$ cat config.mk
export PLATFORM = sky130hd
export DESIGN_NAME = alu_issue_stage
export DESIGN_NICKNAME = d
export VERILOG_FILES = /design/src/rtl/alu_issue_stage_pkg.sv /design/src/rtl/alu_issue_stage_fwd_mux.sv /design/src/rtl/alu_issue_stage.sv
export SDC_FILE = /design/constraint.sdc
export NUM_CORES = 1
export LEC_CHECK = 0
export ABC_AREA = 1
export BUFFER_PORTS_ARGS = -buffer_cell sky130_fd_sc_hd__buf_2
export CAP_MARGIN = 20
export CORE_MARGIN = 2
export CORE_UTILIZATION = 42
export CTS_CLUSTER_SIZE = 8
export DETAILED_ROUTE_END_ITERATION = 10
export GPL_ROUTABILITY_DRIVEN = 1
export GPL_TIMING_DRIVEN = 0
export HOLD_SLACK_MARGIN = 0.1
export PLACE_DENSITY_LB_ADDON = 0.05
export REMOVE_ABC_BUFFERS = 1
export SYNTH_ARGS = -nofsm -noshare
export SYNTH_HDL_FRONTEND = slang
export SYNTH_HIERARCHICAL = 1
export SYNTH_SLANG_ARGS = --single-unit
$ cat constraint.sdc
create_clock -name Clk -period 1.8 [get_ports Clk]
set_input_delay 0.27 -clock Clk [delete_from_list [all_inputs] [get_ports Clk]]
set_output_delay 0.27 -clock Clk [all_outputs]
set_load 0.005 [all_outputs]
$ cat src/rtl/alu_issue_stage_pkg.sv
// Shared types and constants for the ALU issue stage.
// Holds opcodes, widths, FSM encoding and the ID->EX bundle.
package alu_issue_stage_pkg;

    localparam int DATA_W = 32;
    localparam int REG_W  = 5;

    typedef enum logic [3:0] {
        ALU_ADD = 4'd0,
        ALU_SUB = 4'd1,
        ALU_AND = 4'd2,
        ALU_OR  = 4'd3,
        ALU_NOR = 4'd4,
        ALU_XOR = 4'd5,
        ALU_SLL = 4'd6,
        ALU_SRL = 4'd7,
        ALU_MUL = 4'd8,
        ALU_SLT = 4'd9
    } alu_op_t;

    typedef enum logic {
        RUN    = 1'b0,
        BUBBLE = 1'b1
    } state_t;

    typedef struct packed {
        logic              valid;
        logic [3:0]        alu_control;
        logic [DATA_W-1:0] a;
        logic [DATA_W-1:0] b;
        logic [4:0]        shamt;
        logic [REG_W-1:0]  dest;
        logic              reg_write;
        logic              mem_read;
        logic              mem_write;
        logic [DATA_W-1:0] store_data;
    } id_ex_t;

    function automatic logic [DATA_W-1:0] ext_imm(
        input logic [15:0] imm,
        input logic        sgn
    );
        return sgn ? {{16{imm[15]}}, imm} : {16'h0000, imm};
    endfunction

endpackage

$ cat src/rtl/alu_issue_stage_fwd_mux.sv
// Operand forwarding mux: held EX result, then MEM, then WB.
// Register 0 never forwards; it always reads the register file.
module alu_fwd_mux
    import alu_issue_stage_pkg::*;
(
    input  logic [REG_W-1:0]  src,
    input  logic [DATA_W-1:0] reg_data,
    input  logic              ex_ok,
    input  logic [REG_W-1:0]  ex_dest,
    input  logic [DATA_W-1:0] ex_data,
    input  logic              mem_reg_write,
    input  logic [REG_W-1:0]  mem_rd,
    input  logic [DATA_W-1:0] mem_data,
    input  logic              wb_reg_write,
    input  logic [REG_W-1:0]  wb_rd,
    input  logic [DATA_W-1:0] wb_data,
    output logic [DATA_W-1:0] data
);

    logic nz;

    assign nz = (src != '0);

    always_comb begin
        data = reg_data;
        if (nz && ex_ok && ex_dest == src)
            data = ex_data;
        else if (nz && mem_reg_write && mem_rd == src)
            data = mem_data;
        else if (nz && wb_reg_write && wb_rd == src)
            data = wb_data;
    end

endmodule

$ cat src/rtl/alu_issue_stage.sv
// ID->EX issue register with forwarding and load-use stall.
// A load-use hazard inserts exactly one bubble and is counted.
module alu_issue_stage
    import alu_issue_stage_pkg::*;
(
    input  logic              Clk,
    input  logic              Rst,
    input  logic              id_valid,
    input  logic [3:0]        id_alu_control,
    input  logic [REG_W-1:0]  id_rs,
    input  logic [REG_W-1:0]  id_rt,
    input  logic [REG_W-1:0]  id_rd,
    input  logic [DATA_W-1:0] id_rs_data,
    input  logic [DATA_W-1:0] id_rt_data,
    input  logic [15:0]       id_imm,
    input  logic [4:0]        id_shamt,
    input  logic              id_alu_src,
    input  logic              id_ext_signed,
    input  logic              id_reg_dst,
    input  logic              id_reg_write,
    input  logic              id_mem_read,
    input  logic              id_mem_write,
    input  logic              flush,
    input  logic [DATA_W-1:0] alu_result,
    input  logic              mem_reg_write,
    input  logic [REG_W-1:0]  mem_rd,
    input  logic [DATA_W-1:0] mem_data,
    input  logic              wb_reg_write,
    input  logic [REG_W-1:0]  wb_rd,
    input  logic [DATA_W-1:0] wb_data,
    output logic              stall,
    output logic              ex_valid,
    output logic [3:0]        ex_alu_control,
    output logic [DATA_W-1:0] ex_a,
    output logic [DATA_W-1:0] ex_b,
    output logic [4:0]        ex_shamt,
    output logic [REG_W-1:0]  ex_dest,
    output logic              ex_reg_write,
    output logic              ex_mem_read,
    output logic              ex_mem_write,
    output logic [DATA_W-1:0] ex_store_data,
    output logic [15:0]       stall_count
);

    state_t            state;
    id_ex_t            ex;
    id_ex_t            nxt;
    logic              ex_ok;
    logic              hazard;
    logic [DATA_W-1:0] fwd_rs;
    logic [DATA_W-1:0] fwd_rt;

    // A load in EX has no result yet, so it must not forward.
    assign ex_ok = ex.valid & ex.reg_write & ~ex.mem_read;

    alu_fwd_mux u_fwd_rs (
        .src           (id_rs),
        .reg_data      (id_rs_data),
        .ex_ok         (ex_ok),
        .ex_dest       (ex.dest),
        .ex_data       (alu_result),
        .mem_reg_write (mem_reg_write),
        .mem_rd        (mem_rd),
        .mem_data      (mem_data),
        .wb_reg_write  (wb_reg_write),
        .wb_rd         (wb_rd),
        .wb_data       (wb_data),
        .data          (fwd_rs)
    );

    alu_fwd_mux u_fwd_rt (
        .src           (id_rt),
        .reg_data      (id_rt_data),
        .ex_ok         (ex_ok),
        .ex_dest       (ex.dest),
        .ex_data       (alu_result),
        .mem_reg_write (mem_reg_write),
        .mem_rd        (mem_rd),
        .mem_data      (mem_data),
        .wb_reg_write  (wb_reg_write),
        .wb_rd         (wb_rd),
        .wb_data       (wb_data),
        .data          (fwd_rt)
    );

    assign hazard = ex.valid & ex.mem_read & (ex.dest != '0) & id_valid &
                    ((ex.dest == id_rs) |
                     ((ex.dest == id_rt) & (~id_alu_src | id_mem_write)));

    assign stall = (state == RUN) & hazard & ~flush;

    always_comb begin
        nxt = '0;
        if (id_valid && !flush && !stall) begin
            nxt.valid       = 1'b1;
            nxt.alu_control = id_alu_control;
            nxt.a           = fwd_rs;
            nxt.b           = id_alu_src ? ext_imm(id_imm, id_ext_signed)
                                         : fwd_rt;
            nxt.shamt       = id_shamt;
            nxt.dest        = id_reg_dst ? id_rd : id_rt;
            nxt.reg_write   = id_reg_write;
            nxt.mem_read    = id_mem_read;
            nxt.mem_write   = id_mem_write;
            nxt.store_data  = fwd_rt;
        end
    end

    always_ff @(posedge Clk or negedge Rst) begin
        if (!Rst) begin
            ex          <= '0;
            state       <= RUN;
            stall_count <= '0;
        end else begin
            ex    <= nxt;
            state <= stall ? BUBBLE : RUN;
            if (stall && stall_count != 16'hFFFF)
                stall_count <= stall_count + 16'd1;
        end
    end

    assign ex_valid       = ex.valid;
    assign ex_alu_control = ex.alu_control;
    assign ex_a           = ex.a;
    assign ex_b           = ex.b;
    assign ex_shamt       = ex.shamt;
    assign ex_dest        = ex.dest;
    assign ex_reg_write   = ex.reg_write;
    assign ex_mem_read    = ex.mem_read;
    assign ex_mem_write   = ex.mem_write;
    assign ex_store_data  = ex.store_data;

endmodule

==> impl_metrics.py <==
metrics = {
    "clock_tree": {
        "numCtsBuffers": 17,
        "clk_transition_reported_paths_ps": 60,
        "cts_root_buffer": "clkbuf_16",
        "clk_latency_ps": 430,
        "htreeDepth": 4,
        "cts_buffer_depth": 2,
        "cts_tree": "built",
        "clock-sinks": 131,
    },
    "critical_path": {
        "endpoint_kind": "register",
        "worst_ep_required_time_ps": 2110,
        "max_stage_delay_ps": 470,
        "arrival_ps": 2240,
        "cp_top_family": "simple AND/OR/NAND/NOR gates",
        "timing.rr.start": "ex_dest[1]$_DFF_PN0_",
        "worstSetupPathType": "reg2reg",
        "crit_chain": "buf_6 -> nand2_2 -> nand4_1 -> nor2_4 -> buf_12 -> nand2_8 -> nand2_2 -> inv_2 -> nand2_2 -> nand2_2 -> inv_2 -> nor2_1 -> a21oi_1 -> nor2_1",
        "crit_fanout": 8,
        "rr_endpoint": "ex_b[1]$_DFF_PN0_",
        "rrSetupSlack_ps": -140,
        "path_buf_inv": 4,
        "ff2ff_path_depth": 14,
        "cpMostUsedCell": "nand2_2",
        "crit_path_start_kind": "register",
        "cp_slowest_cell": "dfrtp_2",
    },
    "synth": {
        "yosys.area_share.adder_pct": 0.1305,
        "ys_seq_area_share_pct": 34.19,
        "ys_top_cells_by_area": "dfrtp_1, nand2_1, inv_1",
        "synthCells": 1433,
        "synth-simple-area-share_pct": 45.03,
        "synthMuxAreaShare_pct": 0,
        "syn_avg_cell_area_um2": 6.692,
        "synth_area_leader_cell": "dfrtp_1",
        "synth_compound_area_share_pct": 2.688,
        "ys_types": 30,
        "synthXorXnorAreaFrac_pct": 0.7307,
        "yosys_register_bits": 131,
        "netlist_area_um2": 9589,
        "yosys.area.top_type_share_pct": 34.19,
        "synth_warnings": 6,
        "synth_top_family_by_area": "simple AND/OR/NAND/NOR gates",
    },
    "routing": {
        "route.vias.total": 10800,
        "drt-vias-per-instance": 5.024,
        "drt-total-wl_um": 40750,
        "first_pass_iters": 5,
        "avgRoutedWirePerCell_um": 18.95,
        "drcViolationCount": 0,
        "drtIter0Drc": 783,
        "ant_nets": 0,
    },
    "global_route": {
        "overflow": 0,
        "grt_pass1_vias": 10160,
        "grt_max_degree": 78,
        "antenna_found_initial": 13,
        "grt_pass1_wl_um": 58170,
        "grt_usage_pct": 31.91,
    },
    "floorplanning": {
        "core_area_um2": 22500,
        "rows": 55,
        "dieArea_um2": 24060,
        "die_w_um": 155.1,
        "floorplan.initialDensity_pct": 42.61,
        "die_h_um": 155.1,
        "io_pins": 353,
    },
    "sta": {
        "setup_viol": 61,
        "timing.final.crit_share_pct": 107.5,
        "slew_headroom_pct": 53.52,
        "drv_slew": 0,
        "clock.fmax_mhz": 516.7,
        "whs_ps": 120.8,
        "rsz0062_at_grt": "yes",
        "finalClockSkew_ps": 13.23,
        "period_needed_ps": 1935,
        "hold_viol_final": 0,
        "tightest_slew_ps": 695.5,
        "worst_slack_ps": -135.3,
        "finalSetupTns_ps": -3237,
    },
    "layout": {
        "fillCellCount": 2193,
        "area_growth_pct": 43.68,
        "multiInputGateArea_um2": 5577,
        "final_nets": 2062,
        "register_area_um2": 3284,
        "fin_cells": 2150,
        "layout-drive-gt1-share_pct": 44.82,
    },
    "placement": {
        "dp_cells": 2001,
        "hpwl_um": 21720,
        "place_ws_ps": -1755,
        "gp_congestion": 0.8654,
        "portBuffers": 352,
    },
    "hold_path": {
        "hold_path.class": "in2reg",
        "hp-start": "id_rd[1]",
        "hold_end": "ex_dest[1]$_DFF_PN0_",
        "holdPathStages": 3,
    },
    "power": {
        "powerDensity_nw_per_um2": 629.5,
        "power.static_leakage_nw": 8.038,
        "switchingPower_mw": 2.658,
        "p_seq_share_pct": 35.6,
        "power.internal_mw": 6.016,
        "p_sw_share_pct": 30.64,
        "peakVddDrop_uv": 554.3,
        "power_frac_comb_pct": 20.3,
        "power_frac_clock_pct": 44.1,
    },
    "outcome": {
        "status": "finished with violations",
        "violations": "negative setup slack",
    },
    "run": {
        "maxCapViolations": 0,
    },
}
==> worst max path at each step <==
stage,start,end,slack [ps],depth (start not counted)
3_5_place_dp,id_alu_src,ex_store_data[13]$_DFF_PN0_,-1750,10
2_1_floorplan,ex_dest[4]$_DFF_PN0_,ex_valid$_DFF_PN0_,-1180,7
5_1_grt,ex_dest[1]$_DFF_PN0_,ex_b[2]$_DFF_PN0_,-240,13
6_report,ex_dest[1]$_DFF_PN0_,ex_b[1]$_DFF_PN0_,-140,14
3_3_place_gp,ex_dest[4]$_DFF_PN0_,ex_store_data[13]$_DFF_PN0_,-2790,7
4_1_cts,ex_dest[1]$_DFF_PN0_,ex_b[8]$_DFF_PN0_,-110,13
==> power groups by stage <==
stage	clock network, mW	registers (mW)	logic [mW]
finish	3.83	3.09	1.76
global route	4.00	3.10	1.93
CTS	3.88	3.09	1.63
detailed placement	0	3.14	1.37
global placement	0	3.15	1.35
floorplan	0	3.16	0.658
==> per-stage QoR <==
stage / cell area, µm² / power [mW] / utilization (%)
after floorplan: 9006 / 3.820 / -
after global placement: 11120 / 4.491 / 49.44
after detailed placement: 11190 / 4.516 / 49.74
after CTS: 12980 / 8.591 / 57.68
after global routing: 13770 / 9.029 / 61.18
final: 13780 / 8.674 / 61.23
==> flip-flops by register name, summed over array words and instances (netlist names) <==
signal,cells
ex_b,32
ex_shamt,5
ex_dest,5
ex_mem_write,1
ex_store_data,32
ex_valid,1
ex_reg_write,1
stall_count,16
ex_alu_control,4
state,1
ex_a,32
ex_mem_read,1
==> cell type report <==
class / count / share of cell area [%]
Timing Repair Buffer: 433 / 19.52
Antenna cell: 13 / 0.2361
Sequential cell: 131 / 23.84
Tap cell: 285 / 2.588
Inverter: 285 / 8.091
Multi-Input combinational cell: 966 / 40.47
Timing Repair inverter: 5 / 0.6902
Clock buffer: 18 / 3.187
Clock inverter: 14 / 1.371
==> cell usage in the layout (no fill, tap or decap), types with 3 or more instances in the layout <==
| cell | instances |
|---|---|
| buf_2 | 349 |
| nand2_1 | 289 |
| inv_1 | 199 |
| nand2_2 | 152 |
| nor2_1 | 151 |
| nand3_1 | 145 |
| dfrtp_1 | 126 |
| inv_2 | 79 |
| nand3_2 | 67 |
| dlygate4sd3_1 | 31 |
| buf_4 | 30 |
| nand2_4 | 24 |
| nor2_4 | 24 |
| a21oi_1 | 21 |
| nand4_1 | 19 |
| nand2_8 | 18 |
| clkbuf_16 | 18 |
| o21ai_0 | 14 |
| diode_2 | 13 |
| nor2_2 | 11 |
| buf_6 | 10 |
| buf_12 | 8 |
| xnor2_1 | 7 |
| o21bai_1 | 6 |
| inv_6 | 6 |
| dfrtp_2 | 5 |
| buf_16 | 4 |
| clkinv_1 | 4 |
| o21ai_1 | 3 |
| bufinv_16 | 3 |
| clkinv_8 | 3 |
==> layer usage <==
| layer | share of wire [%] | wire, µm | GRT usage, % | vias up |
|---|---|---|---|---|
| li1 | - | - | - | 5148 |
| met1 | 40 | 16290 | 39.88 | 5084 |
| met2 | 47 | 19280 | 53.50 | 471 |
| met3 | 8.7 | 3555 | 7.632 | 93 |
| met4 | 3.9 | 1589 | 12.21 | 6 |
| met5 | 0.086 | 35 | 0 | - |
==> synth_stat cells <==
cell type,instances
nor3_1,2
nand4_1,19
clkbuf_1,8
buf_1,1
o21bai_1,6
nor2_4,8
and2_1,1
nand3_1,148
inv_2,53
inv_1,228
buf_2,13
buf_6,31
nor2_2,1
nand2_2,68
or2_1,2
ha_1,1
nor2_8,2
nand2_4,4
nand3_4,2
xnor2_1,8
a21oi_1,21
nand3_2,64
buf_4,18
dfrtp_1,131
nand3b_1,2
clkinv_1,4
o21ai_0,17
a21boi_2,2
nor2_1,169
nand2_1,399
==> what timing repair did <==
item	4_1_cts	5_1_grt
pin swaps	46	120
cloned	20	9
endpoints found under the setup margin	132	127
resized for setup	91	179
buffers inserted	31	13
hold buffers	31	0
endpoints found under the hold margin	84	0
==> cells by family after synthesis <==
| group | after synthesis |
|---|---|
| compound gates | 46 |
| xor+xnor | 8 |
| fa+ha+maj | 1 |
| buf+inv | 356 |
| flops | 131 |
| simple gates | 891 |
==> worst register-to-register path, delay by kind of cell (launching register included) <==
kind                   cells  cell delay (ps)
and+or+nand+nor            9              790
buffers and inverters      4              410
DFF                        1              470
AOI/OAI and AO/OA          1              140
No activity file was read; power rests on OpenSTA's default activity.
